## config.mk

```make
export PLATFORM = sky130hd
export DESIGN_NAME = eth_rx_dispatch_flat
export DESIGN_NICKNAME = d
export VERILOG_FILES = /design/src/rtl/eth_rx_dispatch_if.sv /design/src/rtl/eth_rx_dispatch.sv /design/src/flat_wrapper.sv
export SDC_FILE = /design/constraint.sdc
export NUM_CORES = 1
export LEC_CHECK = 0
export CELL_PAD_IN_SITES_DETAIL_PLACEMENT = 1
export CELL_PAD_IN_SITES_GLOBAL_PLACEMENT = 2
export CORE_MARGIN = 3
export CORE_UTILIZATION = 43
export CTS_BUF_LIST = sky130_fd_sc_hd__clkbuf_8
export DETAILED_ROUTE_END_ITERATION = 10
export PLACE_DENSITY = 0.85
export SETUP_SLACK_MARGIN = 0.2
export SYNTH_ARGS = -nofsm -noshare
export SYNTH_HDL_FRONTEND = slang
export SYNTH_SLANG_ARGS = --single-unit
```

## constraint.sdc

```tcl
create_clock -name clk50 -period 9 [get_ports clk50]
set_input_delay 1.35 -clock clk50 [delete_from_list [all_inputs] [get_ports clk50]]
set_output_delay 1.35 -clock clk50 [all_outputs]
set_load 0.01 [all_outputs]
```

## src/rtl/eth_rx_dispatch_if.sv

```systemverilog
// Downstream handshakes of eth_rx_dispatch: payload byte stream to the command
// decoder and the ARP request/ack pair to the ARP responder.
interface eth_rx_dispatch_if;
    logic [7:0]  cmd_data;
    logic        cmd_valid;
    logic        cmd_last;
    logic        cmd_ready;
    logic        arp_req;
    logic [47:0] arp_mac;
    logic        arp_ack;

    modport master (output cmd_data, cmd_valid, cmd_last, arp_req, arp_mac,
                    input  cmd_ready, arp_ack);
    modport slave  (input  cmd_data, cmd_valid, cmd_last, arp_req, arp_mac,
                    output cmd_ready, arp_ack);
endinterface

```

## src/rtl/eth_rx_dispatch.sv

```systemverilog
// Filters parser UDP payloads into a one-frame buffer, commits on frame_done, drains to the
// command decoder and flags ARP frames. Define RX_DISPATCH_STATS_EN to build the counters.
module eth_rx_dispatch #(
    parameter int unsigned BUF_AW = 6,
    parameter int unsigned STAT_W = 16
) (
    input  logic              clk50,
    input  logic              rst_n,
    input  logic [31:0]       cfg_local_ip,
    input  logic [15:0]       cfg_udp_port,
    input  logic              is_arp,
    input  logic [47:0]       src_mac,
    input  logic [31:0]       src_ip,
    input  logic [31:0]       dst_ip,
    input  logic [15:0]       udp_src_port,
    input  logic [15:0]       udp_dst_port,
    input  logic [7:0]        udp_payload,
    input  logic              udp_payload_valid,
    input  logic              udp_payload_last,
    input  logic              frame_done,
    eth_rx_dispatch_if.master dn,
    output logic [47:0]       reply_mac,
    output logic [31:0]       reply_ip,
    output logic [15:0]       reply_port,
    output logic [STAT_W-1:0] stat_rx_ok,
    output logic [STAT_W-1:0] stat_rx_drop
);

    typedef enum logic [2:0] {S_IDLE, S_RECV, S_WAIT_DONE, S_DROP, S_DRAIN} state_e;

    localparam logic [BUF_AW-1:0] ADDR_MAX = '1;

    state_e            state_q, state_d;
    logic [BUF_AW-1:0] wr_ptr_q, wr_ptr_d;
    logic [BUF_AW-1:0] rd_ptr_q, last_addr_q;
    logic [7:0]        buf_mem [2**BUF_AW];
    logic [47:0]       shd_mac_q, reply_mac_q, arp_mac_q;
    logic [31:0]       shd_ip_q, reply_ip_q;
    logic [15:0]       shd_port_q, reply_port_q;
    logic [7:0]        cmd_data_q;
    logic              cmd_valid_q, cmd_last_q;
    logic              stray_q, stray_d;
    logic              arp_req_q;
    logic              filter_ok, mem_we, shadow_we, commit, fetch, accept, ok_inc, drop_inc;

    assign filter_ok = (dst_ip == cfg_local_ip) && (udp_dst_port == cfg_udp_port);
    assign accept    = cmd_valid_q && dn.cmd_ready;
    // Refill the output register whenever it is empty or being taken, until the last byte is loaded.
    assign fetch     = (state_q == S_DRAIN) && (!cmd_valid_q || dn.cmd_ready) &&
                       !(cmd_valid_q && cmd_last_q);
    assign ok_inc    = (state_q == S_DRAIN) && accept && cmd_last_q;

    always_comb begin
        // NOTE: every signal gets a default first so no path through the case infers a latch.
        state_d   = state_q;
        wr_ptr_d  = wr_ptr_q;
        mem_we    = 1'b0;
        shadow_we = 1'b0;
        commit    = 1'b0;
        drop_inc  = 1'b0;
        stray_d   = 1'b0;
        unique case (state_q)
            S_IDLE: begin
                if (udp_payload_valid) begin
                    if (filter_ok) begin
                        mem_we    = 1'b1;
                        shadow_we = 1'b1;
                        wr_ptr_d  = '0;
                        state_d   = udp_payload_last ? S_WAIT_DONE : S_RECV;
                    end else begin
                        state_d = S_DROP;
                    end
                end
            end
            S_RECV: begin
                if (udp_payload_valid && wr_ptr_q == ADDR_MAX) begin
                    drop_inc = frame_done;
                    state_d  = frame_done ? S_IDLE : S_DROP;
                end else begin
                    if (udp_payload_valid) begin
                        mem_we   = 1'b1;
                        wr_ptr_d = wr_ptr_q + 1'b1;
                    end
                    if (udp_payload_valid && udp_payload_last) begin
                        state_d = S_WAIT_DONE;
                    end else if (frame_done) begin
                        drop_inc = 1'b1;
                        state_d  = S_IDLE;
                    end
                end
            end
            S_WAIT_DONE: begin
                if (frame_done) begin
                    commit  = 1'b1;
                    state_d = S_DRAIN;
                end
            end
            S_DROP: begin
                if (frame_done) begin
                    drop_inc = 1'b1;
                    state_d  = S_IDLE;
                end
            end
            S_DRAIN: begin
                // A frame overlapping the drain is ignored and counted once at its frame_done.
                stray_d  = (stray_q || udp_payload_valid) && !frame_done;
                drop_inc = frame_done && (stray_q || udp_payload_valid);
                if (ok_inc) state_d = stray_d ? S_DROP : S_IDLE;
            end
            default: state_d = S_IDLE;
        endcase
    end

    // NOTE: sequential state uses non-blocking assignments so all registers sample pre-edge values.
    always_ff @(posedge clk50) begin
        if (!rst_n) state_q <= S_IDLE;
        else        state_q <= state_d;
    end

    // NOTE: the buffer is not reset; resetting the pointers is enough to abandon its contents.
    always_ff @(posedge clk50) begin
        if (mem_we) buf_mem[wr_ptr_d] <= udp_payload;
    end

    always_ff @(posedge clk50) begin
        if (!rst_n) begin
            wr_ptr_q     <= '0;
            rd_ptr_q     <= '0;
            last_addr_q  <= '0;
            stray_q      <= 1'b0;
            shd_mac_q    <= '0;
            shd_ip_q     <= '0;
            shd_port_q   <= '0;
            reply_mac_q  <= '0;
            reply_ip_q   <= '0;
            reply_port_q <= '0;
            cmd_data_q   <= '0;
            cmd_valid_q  <= 1'b0;
            cmd_last_q   <= 1'b0;
        end else begin
            wr_ptr_q <= wr_ptr_d;
            stray_q  <= (state_d == S_DRAIN) && stray_d;
            if (shadow_we) begin
                shd_mac_q  <= src_mac;
                shd_ip_q   <= src_ip;
                shd_port_q <= udp_src_port;
            end
            if (commit) begin
                reply_mac_q  <= shd_mac_q;
                reply_ip_q   <= shd_ip_q;
                reply_port_q <= shd_port_q;
                last_addr_q  <= wr_ptr_q;
                rd_ptr_q     <= '0;
            end
            if (fetch) begin
                cmd_data_q  <= buf_mem[rd_ptr_q];
                cmd_valid_q <= 1'b1;
                cmd_last_q  <= (rd_ptr_q == last_addr_q);
                rd_ptr_q    <= rd_ptr_q + 1'b1;
            end else if (accept) begin
                cmd_valid_q <= 1'b0;
                cmd_last_q  <= 1'b0;
            end
        end
    end

    // ARP request is independent of the UDP path; a pending request blocks newer ARP frames.
    always_ff @(posedge clk50) begin
        if (!rst_n) begin
            arp_req_q <= 1'b0;
            arp_mac_q <= '0;
        end else if (arp_req_q) begin
            if (dn.arp_ack) arp_req_q <= 1'b0;
        end else if (frame_done && is_arp) begin
            arp_req_q <= 1'b1;
            arp_mac_q <= src_mac;
        end
    end

`ifdef RX_DISPATCH_STATS_EN
    logic [STAT_W-1:0] ok_cnt_q, drop_cnt_q;

    always_ff @(posedge clk50) begin
        if (!rst_n) begin
            ok_cnt_q   <= '0;
            drop_cnt_q <= '0;
        end else begin
            if (ok_inc && ok_cnt_q != '1)     ok_cnt_q   <= ok_cnt_q + 1'b1;
            if (drop_inc && drop_cnt_q != '1) drop_cnt_q <= drop_cnt_q + 1'b1;
        end
    end

    assign stat_rx_ok   = ok_cnt_q;
    assign stat_rx_drop = drop_cnt_q;
`else
    logic unused_stat_strobes;
    assign unused_stat_strobes = ok_inc | drop_inc;
    assign stat_rx_ok          = '0;
    assign stat_rx_drop        = '0;
`endif

    assign dn.cmd_data  = cmd_data_q;
    assign dn.cmd_valid = cmd_valid_q;
    assign dn.cmd_last  = cmd_last_q;
    assign dn.arp_req   = arp_req_q;
    assign dn.arp_mac   = arp_mac_q;
    assign reply_mac    = reply_mac_q;
    assign reply_ip     = reply_ip_q;
    assign reply_port   = reply_port_q;

endmodule

```

## src/flat_wrapper.sv

```systemverilog
// flat-port wrapper written by rule: the top's interface ports become plain ports
module eth_rx_dispatch_flat 
#(
    parameter int unsigned BUF_AW = 6,
    parameter int unsigned STAT_W = 16
)
  (clk50, rst_n, cfg_local_ip, cfg_udp_port, is_arp, src_mac, src_ip, dst_ip, udp_src_port, udp_dst_port, udp_payload, udp_payload_valid, udp_payload_last, frame_done, reply_mac, reply_ip, reply_port, stat_rx_ok, stat_rx_drop, dn_cmd_data, dn_cmd_valid, dn_cmd_last, dn_arp_req, dn_arp_mac, dn_cmd_ready, dn_arp_ack);
  eth_rx_dispatch_if dn_i ();
  input  logic clk50;
  input  logic rst_n;
  input  logic [31:0] cfg_local_ip;
  input  logic [15:0] cfg_udp_port;
  input  logic is_arp;
  input  logic [47:0] src_mac;
  input  logic [31:0] src_ip;
  input  logic [31:0] dst_ip;
  input  logic [15:0] udp_src_port;
  input  logic [15:0] udp_dst_port;
  input  logic [7:0] udp_payload;
  input  logic udp_payload_valid;
  input  logic udp_payload_last;
  input  logic frame_done;
  output logic [47:0] reply_mac;
  output logic [31:0] reply_ip;
  output logic [15:0] reply_port;
  output logic [STAT_W-1:0] stat_rx_ok;
  output logic [STAT_W-1:0] stat_rx_drop;
  output wire logic [$bits(dn_i.cmd_data)-1:0] dn_cmd_data;
  output wire logic [$bits(dn_i.cmd_valid)-1:0] dn_cmd_valid;
  output wire logic [$bits(dn_i.cmd_last)-1:0] dn_cmd_last;
  output wire logic [$bits(dn_i.arp_req)-1:0] dn_arp_req;
  output wire logic [$bits(dn_i.arp_mac)-1:0] dn_arp_mac;
  input wire logic [$bits(dn_i.cmd_ready)-1:0] dn_cmd_ready;
  input wire logic [$bits(dn_i.arp_ack)-1:0] dn_arp_ack;
  assign dn_cmd_data = dn_i.cmd_data;
  assign dn_cmd_valid = dn_i.cmd_valid;
  assign dn_cmd_last = dn_i.cmd_last;
  assign dn_arp_req = dn_i.arp_req;
  assign dn_arp_mac = dn_i.arp_mac;
  assign dn_i.cmd_ready = dn_cmd_ready;
  assign dn_i.arp_ack = dn_arp_ack;
  eth_rx_dispatch #(.BUF_AW(BUF_AW), .STAT_W(STAT_W)) u_core (.clk50(clk50), .rst_n(rst_n), .cfg_local_ip(cfg_local_ip), .cfg_udp_port(cfg_udp_port), .is_arp(is_arp), .src_mac(src_mac), .src_ip(src_ip), .dst_ip(dst_ip), .udp_src_port(udp_src_port), .udp_dst_port(udp_dst_port), .udp_payload(udp_payload), .udp_payload_valid(udp_payload_valid), .udp_payload_last(udp_payload_last), .frame_done(frame_done), .dn(dn_i), .reply_mac(reply_mac), .reply_ip(reply_ip), .reply_port(reply_port), .stat_rx_ok(stat_rx_ok), .stat_rx_drop(stat_rx_drop));
endmodule
```

* Word level (Yosys, flattened, before mapping)
Memory sizes are Yosys's and may differ from the RTL's. A register that Yosys moved wholly into a read port is not among the register bits.
Cells that the tools add are included.
** Operators by class
- Add/subtract/negate cells :: 2
- Equal/unequal tests :: 9
- Muxes and demuxes :: 35
- Bitwise operators :: 1
- Reduce and logical (&&, ||, !) cells :: 22
** Operator list (count)
- $mux W6 :: 6
- $eq A32 B32 Y1 :: 1
- $mux W3 :: 7
- $eq A16 B16 Y1 :: 1
- $mux W1 :: 16
- $pmux W3 S5 :: 1
- $add A6 B1 Y6 const B :: 2
- $logic_and A1 B1 Y1 :: 12
- $pmux W6 S2 :: 1
- $eq A3 B2 Y1 const B :: 2
- $eq A3 B3 Y1 const B :: 2
- $eq A6 B6 Y1 :: 1
- $eq A6 B6 Y1 const B :: 1
- $mux W2 :: 3
- $logic_not A1 Y1 :: 4
- $reduce_bool A2 Y1 :: 2
- $eq A3 B1 Y1 const B :: 1
- $logic_not A3 Y1 :: 1
- $logic_or A1 B1 Y1 :: 2
- $pmux W1 S2 :: 1
- $reduce_and A2 Y1 :: 1
- $not A1 Y1 :: 1
** Storage, ports and cells
- Flip-flop bits (word level) :: 265
- Memory bits (writable) :: 512
- Bits of input ports :: 208
- Output and inout port bits :: 187
- Memories :: 1
** Memories
- u_core.buf_mem :: depth 64, width 8, read ports 1, clocked after Yosys merged registers in 1, write ports 1, line eth_rx_dispatch.sv:36 : logic [7:0] buf_mem [2**BUF_AW];

* Depth between registers and ports, before layout
Gate-level depths: netlist of run 1.
- Word-level depth :: 7
- Gate-level depth with buffers :: 9
- Depth with buffers taken out :: 6

* Worst setup path after synthesis of run 1
OpenSTA, ideal clock, no wires.
- Kind :: input to register
- From :: input udp_payload_valid
- To :: memory u_core.buf_mem[43][0], enable pin
- Library setup time :: 0.395 ns
- Arrival time :: 3.394 ns
- Required time :: 8.605 ns
- Setup slack :: 5.211 ns
- Stages on the path :: 6
- Buffers on the path :: 1
- Path through :: nand4bb_1 or2_1 mux2_4 or3_1 clkbuf_1 nor4_1
** On the way
- Longest elaborated chain between the ends :: 5
** RTL lines
- from (decl) :: line flat_wrapper.sv:20 : input logic udp_payload_valid;
- $mux W1 or $logic_and A1 B1 Y1 (tied branches) :: line eth_rx_dispatch.sv:80, eth_rx_dispatch.sv:76
- $mux W1 :: line eth_rx_dispatch.sv:76 : if (udp_payload_valid && wr_ptr_q == ADDR_MAX) begin
- $pmux W1 S2 :: line eth_rx_dispatch.sv:62 : unique case (state_q)
- $mux W1 :: line eth_rx_dispatch.sv:122 : if (mem_we) buf_mem[wr_ptr_d] <= udp_payload;
- $mux W1 (implied by the code) :: line eth_rx_dispatch.sv:122
- to (decl) :: line eth_rx_dispatch.sv:36
Several ways; a longest one is shown, not always the timed one.

* Worst setup path in the final report of run 1
- From :: input cfg_local_ip[23]
- To :: memory u_core.buf_mem[1][2], enable pin
** On the way
- Longest elaborated chain between the ends :: 7
** RTL lines
- from (decl) :: line flat_wrapper.sv:11 : input logic [31:0] cfg_local_ip;
- $eq A32 B32 Y1 * :: line eth_rx_dispatch.sv:46 : assign filter_ok = (dst_ip == cfg_local_ip) && (udp_dst_port == cfg_udp_port);
- $logic_and A1 B1 Y1 * :: line eth_rx_dispatch.sv:46
- $mux W1 :: line eth_rx_dispatch.sv:65 : if (filter_ok) begin
- $mux W1 :: line eth_rx_dispatch.sv:64 : if (udp_payload_valid) begin
- $pmux W1 S2 :: line eth_rx_dispatch.sv:62
- $mux W1 :: line eth_rx_dispatch.sv:122
- $mux W1 (implied by the code) :: line eth_rx_dispatch.sv:122
Mark *: on every way between the ends. The rest lies on a longest branch, timed or not.

==> results.yml, run 1 <==
sta:
  timing.final.ws_setup_ps: 4660
  final-setup-viol-count: 0
  final.setup.tns_ps: 0
  fmaxAchievable_ghz: 0.231
  finalHoldViolCount: 0
  hold_ws_ps: 440
  tightest_slew_ps: 1320
  slew_violations: 0
  min_period_over_period_pct: 48.2
  skew_ps: 32.9
  slew_headroom_pct: 11.1
  fin_crit_ps: 4340
  rsz0062_at_grt: "no"
logic_synthesis:
  avgSynthCellArea_sq_um: 13.3
  ys_ff_latch: 785
  seq_area_frac_synth_pct: 66.9
  ys.flop_type: "edfxtp_1"
  synthCells: 2334
  synth_edf_count: 512
  async_reset_ff_share_pct: 0
  netlist_area_sq_um: 31100
  synth_cell_type_count: 63
  ys_warn_count: 0
critical_path:
  r2r-start: "u_core.wr_ptr_q[0]"
  cp-start-kind: "input pin"
  critical_path_class: "in2reg"
  cp.required_ps: 9340
  end_kind: "flip-flop"
  ff2ff_path_depth: 7
  critPathMaxFanout: 9
  crit_path_top_delay_cell: "a211oi_1"
  worst_ep_arrival_time_ps: 4680
  crit_chain: "clkdlybuf4s50_1 > xor2_1 > nor4_1 > and4_1 > nand4_1 > a211oi_1"
  critical-path-top-delay-family: "simple AND/OR/NAND/NOR gates"
  worstPathBufferInverterCount: 1
  r2r_end: "u_core.buf_mem[34][2]"
  r2r_slack_ps: 4980
  max_stage_delay_ps: 1240
clocking:
  path_clk_slew_ps: 50
  cts_buffers: 134
  cts_hold_buf: 0
  htreeDepth: 4
  cts_tree: "yes"
  post_cts_resized: 0
  cts_root_buf: "clkbuf_8"
  clock_sinks: 785
  cts_setup_buffers: 0
  cts_buffer_depth: 3
  clock_latency_ps: 760
layout:
  drive_above_1_share_pct: 12.7
  final-seq-area_sq_um: 20900
  multi_input_area_sq_um: 9570
  syn2layout_area_growth_pct: 22.4
  fillerInstances: 7199
  finalNonFillerCells: 3785
  nets: 2942
floorplanning:
  placementRows: 98
  core_area_sq_um: 71600
  io_pins: 395
  initial_core_util_pct: 43.5
  dieArea_sq_um: 75700
  die_w_microns: 275
  die_h_microns: 275
min_path:
  hold_path.class: "reg2reg"
  holdPathStages: 2
  hp-start: "u_core.shd_mac_q[26]"
  hold_path_end: "u_core.reply_mac[26]"
route:
  wire_per_inst_microns: 24.3
  firstDrtPassIters: 5
  ant_nets: 0
  wirelength_microns: 92000
  vias: 20704
  first_iter_violations: 1747
  drc_errors: 0
  drt-vias-per-instance: 5.47
place:
  place_hpwl_microns: 59800
  pre_cts_ws_ps: 3910
  place_congestion: 0.851
  dp_cells: 3545
  io_buffer_count: 362
grt:
  grt_pass1_wl_microns: 138000
  grt_pass1_vias: 22047
  globalRouteTotalUtil_pct: 24.2
  grt_max_degree: 100
  antenna_found_initial: 14
  grt_overflow: 0
pwr:
  power_mw: 7.20
  ir_drop_v: 0.000121
  power_density_nw_per_um2: 189
  power_leakage_nw: 12.2
outcome:
  outcome: "completed"
job:
  cap_violations: 0
==> metal layers <==
| metal | up-vias | wire (microns) | GRT usage, % |
|---|---|---|---|
| met1 | 10433 | 38200 | 31.7 |
| met2 | 783 | 43400 | 38.2 |
| met3 | 172 | 7700 | 7.78 |
| li1 | 9302 | - | - |
| met5 | - | 90 | 0 |
| met4 | 14 | 2610 | 8.45 |
==> cells in the mapped netlist (all sizes together) (9+ instances only) <==
cell type,count,area (sq um)
nand2,541,2030
edfxtp,512,15400
dfxtp,273,5470
mux2i,177,1770
a21oi,162,811
clkbuf,108,407
mux4,96,2160
buf,81,517
xor2,56,490
nor3,42,221
nor4,35,238
nor2,29,109
nand3,25,130
o21ai,25,125
o22ai,25,156
a211oi,17,128
a22oi,17,128
nand2b,9,56.3
o31ai,9,67.6
or3,9,56.3
==> flip-flops by register name, summed over array words and instances, names as in the netlist <==
register	flops
u_core.shd_mac_q	48
u_core.dn.cmd_valid	1
u_core.dn.arp_mac	48
u_core.wr_ptr_q	6
u_core.stray_q	1
u_core.state_q	3
u_core.dn.cmd_data	8
u_core.shd_port_q	16
u_core.dn.cmd_last	1
u_core.buf_mem	512
u_core.rd_ptr_q	6
u_core.shd_ip_q	32
u_core.reply_mac	48
u_core.last_addr_q	6
u_core.reply_port	16
u_core.reply_ip	32
u_core.dn.arp_req	1
==> per-stage QoR <==
stage,area [sq um],util (%)
floorplan,31300,-
global placement,35600,49.7
detailed placement,35600,49.7
CTS,38000,53.1
global route,38100,53.2
finish,38100,53.2
==> tightest hold or removal path, cell delays in order (launching register included) <==
cell     delay [ps]
dfxtp_1         310
nand2_1          50
a21oi_1          60
==> layout make-up <==
type	count	area share (%)
Sequential cell	785	54.7
Multi-Input combinational cell	1385	25.1
Timing Repair Buffer	420	10.6
Clock buffer	146	5.27
Tap cell	950	3.12
Clock inverter	88	1.08
Inverter	6	0.0657
Antenna cell	5	0.0328
==> power breakdown <==
part / switching [mW] / total [mW] / internal (mW)
sequential: 0.0169 / 3.87 / 3.85
combinational: 0.228 / 0.394 / 0.166
clock: 1.42 / 2.94 / 1.52
==> placed cells by master, fill, tap and decap left out, types with 8 or more instances in the layout <==
| cell type | n |
|---|---|
| nand2_1 | 541 |
| edfxtp_1 | 512 |
| clkdlybuf4s50_1 | 353 |
| dfxtp_1 | 269 |
| mux2i_1 | 177 |
| a21oi_1 | 161 |
| clkbuf_8 | 146 |
| mux4_2 | 96 |
| inv_1 | 58 |
| buf_4 | 56 |
| xor2_1 | 55 |
| nor3_1 | 36 |
| conb_1 | 32 |
| nor4_1 | 28 |
| nor2_1 | 27 |
| o22ai_1 | 25 |
| nand3_1 | 24 |
| o21ai_0 | 24 |
| clkinv_1 | 18 |
| a22oi_1 | 17 |
| a211oi_1 | 16 |
| nand2b_1 | 9 |
| or3_1 | 9 |
| o31ai_1 | 9 |
| a2111oi_0 | 8 |
| a211o_1 | 8 |
| o221ai_1 | 8 |
| buf_2 | 8 |
==> worst max-delay path by stage <==
stage,endpoint,startpoint,depth (start not counted),slack [ps]
after floorplan,u_core.buf_mem[43][0],udp_payload_valid,6,5210
after global placement,u_core.buf_mem[34][3],udp_payload_valid,7,4040
after detailed placement,u_core.buf_mem[6][5],cfg_local_ip[26],6,3910
after CTS,u_core.buf_mem[32][7],udp_payload_valid,7,4730
after global routing,u_core.buf_mem[7][4],dst_ip[28],6,4500
final,u_core.buf_mem[1][2],cfg_local_ip[23],6,4660
==> logic make-up after synthesis <==
family	synth area share, %
other	0.0120
AOI/OAI and AO/OA	5.48
buffers and inverters	3.04
DFF	66.9
adders and majority gates	0.0804
muxes	12.7
and+or+nand+nor	10.0
xor gates and xnor gates	1.72
Note: power is estimated with default switching activity, not from simulation.
==> run 2, diff against run 1 <==
--- a/config.mk
+++ b/config.mk
@@ -8,10 +8,10 @@
 export CELL_PAD_IN_SITES_DETAIL_PLACEMENT = 1
 export CELL_PAD_IN_SITES_GLOBAL_PLACEMENT = 2
 export CORE_MARGIN = 3
-export CORE_UTILIZATION = 43
+export CORE_UTILIZATION = 36
 export CTS_BUF_LIST = sky130_fd_sc_hd__clkbuf_8
 export DETAILED_ROUTE_END_ITERATION = 10
-export PLACE_DENSITY = 0.85
+export PLACE_DENSITY = 0.75
 export SETUP_SLACK_MARGIN = 0.2
 export SYNTH_ARGS = -nofsm -noshare
 export SYNTH_HDL_FRONTEND = slang
==> constraint.sdc (replaced) <==
create_clock -name clk50 -period 3.95 [get_ports clk50]
set_input_delay 0.5925 -clock clk50 [delete_from_list [all_inputs] [get_ports clk50]]
set_output_delay 0.5925 -clock clk50 [all_outputs]
set_load 0.01 [all_outputs]
==> run 2 against run 1 <==
Register-to-register slack worse by 4300 ps. Combinational power grew 130%. Routed wire length increased by 0.30%. Sequential power is 130% higher. Utilization fell by 7.6 points. Total power is 130% higher. Largest cell class unchanged. Global-route usage down 4.0 points. Via count shrank 0.24%. Clock power up 130%. Flip-flop and latch count unchanged. Clock skew is 2.2 ps higher. Sequential share of layout area decreased by 1.2 points.
==> results.yml, run 2 (synthesis results as in run 1) <==
outcome:
  outcome: "completed"
layout:
  nets: 3001
  drive_above_1_share_pct: 14.4
  largest_register: "u_core.buf_mem"
  post-route-util_pct: 45.6
  fillerInstances: 8888
  largest_reg_flops: 512
  syn2layout_area_growth_pct: 25.1
  final-seq-area_sq_um: 20900
  layout.cells.most_common: "nand2_1"
  multi_input_area_sq_um: 9520
  layout_common_cells: "nand2_1, edfxtp_1, clkdlybuf4s50_1, dfxtp_1, mux2i_1"
pwr:
  p_clk_share_pct: 41.2
  netSwitchingPower_mw: 3.89
  power_mw: 16.6
  comb_power_share_pct: 5.6
  internal_power_mw: 12.7
  netSwitchingFraction_pct: 23.5
  power_leakage_nw: 12.6
  ir_drop_v: 0.000291
  seqPwrFrac_pct: 53.2
  power_density_nw_per_um2: 426
floorplanning:
  die_w_microns: 300
  core_area_sq_um: 85400
  io_pins: 395
  die_h_microns: 300
  initial_core_util_pct: 36.5
  dieArea_sq_um: 90100
  placementRows: 107
clocking:
  path_clk_slew_ps: 60
  post_cts_resized: 0
  cts_root_buf: "clkbuf_8"
  cts_hold_buf: 0
  htreeDepth: 4
  clock_latency_ps: 770
  clock_sinks: 785
  cts_setup_buffers: 0
  cts_buffers: 138
  cts_buffer_depth: 3
  cts_tree: "yes"
critical_path:
  critical_path_class: "reg2reg"
  cp.required_ps: 4390
  worst_ep_arrival_time_ps: 3750
  end_kind: "flip-flop"
  cp-start-kind: "flip-flop"
  critPathMaxFanout: 20
route:
  ant_nets: 0
  wire_per_inst_microns: 22.9
  firstDrtPassIters: 5
  drc_errors: 0
  wirelength_microns: 92300
  drt-vias-per-instance: 5.12
  first_iter_violations: 1365
  vias: 20655
place:
  pre_cts_ws_ps: 22.8
  io_buffer_count: 362
  place_congestion: 0.874
  place_hpwl_microns: 61700
job:
  cap_violations: 0
sta:
  skew_ps: 35.1
  rsz0062_at_grt: "no"
  timing.final.ws_setup_ps: 645
  min_period_over_period_pct: 83.7
  hold_ws_ps: 305
  fin_crit_ps: 3310
  slew_headroom_pct: 18.8
  finalHoldViolCount: 0
  tightest_slew_ps: 1220
  slew_violations: 0
  fmaxAchievable_ghz: 0.303
  final.setup.tns_ps: 0
  final-setup-viol-count: 0
grt:
  grt_pass1_vias: 22174
  antenna_found_initial: 9
  grt_overflow: 0
  globalRouteTotalUtil_pct: 20.2
  grt_max_degree: 162
  grt_pass1_wl_microns: 138000
min_path:
  hold_path.class: "in2reg"
## run 2: cell types whose count changed in the layout (fill, tap and decap cells not counted), sizes merged
cell      previous run  this run
buf                 66       122
bufinv               1         0
clkbuf             147       151
clkinv              23        32
clkinvlp             7         6
diode                5         6
inv                 63        54
## run 2: area by class of cell
| cell class | instances | share of cell area, % |
|---|---|---|
| Timing Repair Buffer | 475 | 11.9 |
| Multi-Input combinational cell | 1385 | 24.4 |
| Clock inverter | 86 | 1.06 |
| Tap cell | 1144 | 3.67 |
| Antenna cell | 6 | 0.0385 |
| Inverter | 6 | 0.0707 |
| Sequential cell | 785 | 53.5 |
| Clock buffer | 151 | 5.33 |
## run 2: final timing paths
check	startpoint	endpoint	slack, ps	depth (start not counted)
worst max-delay path	u_core.wr_ptr_q[0]	u_core.buf_mem[19][2]	640	8
worst min-delay path	rst_n	u_core.shd_ip_q[4]	310	3
worst max register to register	u_core.wr_ptr_q[0]	u_core.buf_mem[19][2]	640	8
worst min register to register	u_core.shd_mac_q[6]	u_core.reply_mac[6]	440	2
## run 2: per-layer routing
| metal | up-vias | global-route usage [%] | part of all wire [%] |
|---|---|---|---|
| li1 | 9438 | - | - |
| met3 | 181 | 6.14 | 7.2 |
| met1 | 10408 | 26.4 | 43 |
| met4 | 8 | 6.47 | 2.5 |
| met2 | 620 | 32.4 | 47 |
| met5 | - | 0 | 0.064 |
## run 2: per-stage QoR
step / cells / area (sq um)
after floorplan: 2365 / 31300
after global placement: 3795 / 36400
after detailed placement: 3795 / 36400
after CTS: 4032 / 38900
after global routing: 4034 / 39000
final: 4038 / 39000
## run 2: worst max-delay path, cell delays in order, from the launching register on
cell,delay (ps)
dfxtp_1,550
ha_1,390
nand2_1,160
o2111ai_1,330
xor2_2,260
buf_4,330
nand3_1,420
nor4_2,290
buf_4,260
## run 2: power by group through the flow
stage,Clock [mW],Sequential [mW],Combinational [mW]
after detailed placement,0,9.00,0.934
after global routing,7.45,8.83,1.00
after global placement,0,8.99,0.914
after CTS,7.09,8.83,0.937
after floorplan,0,8.98,0.391
final,6.84,8.83,0.923
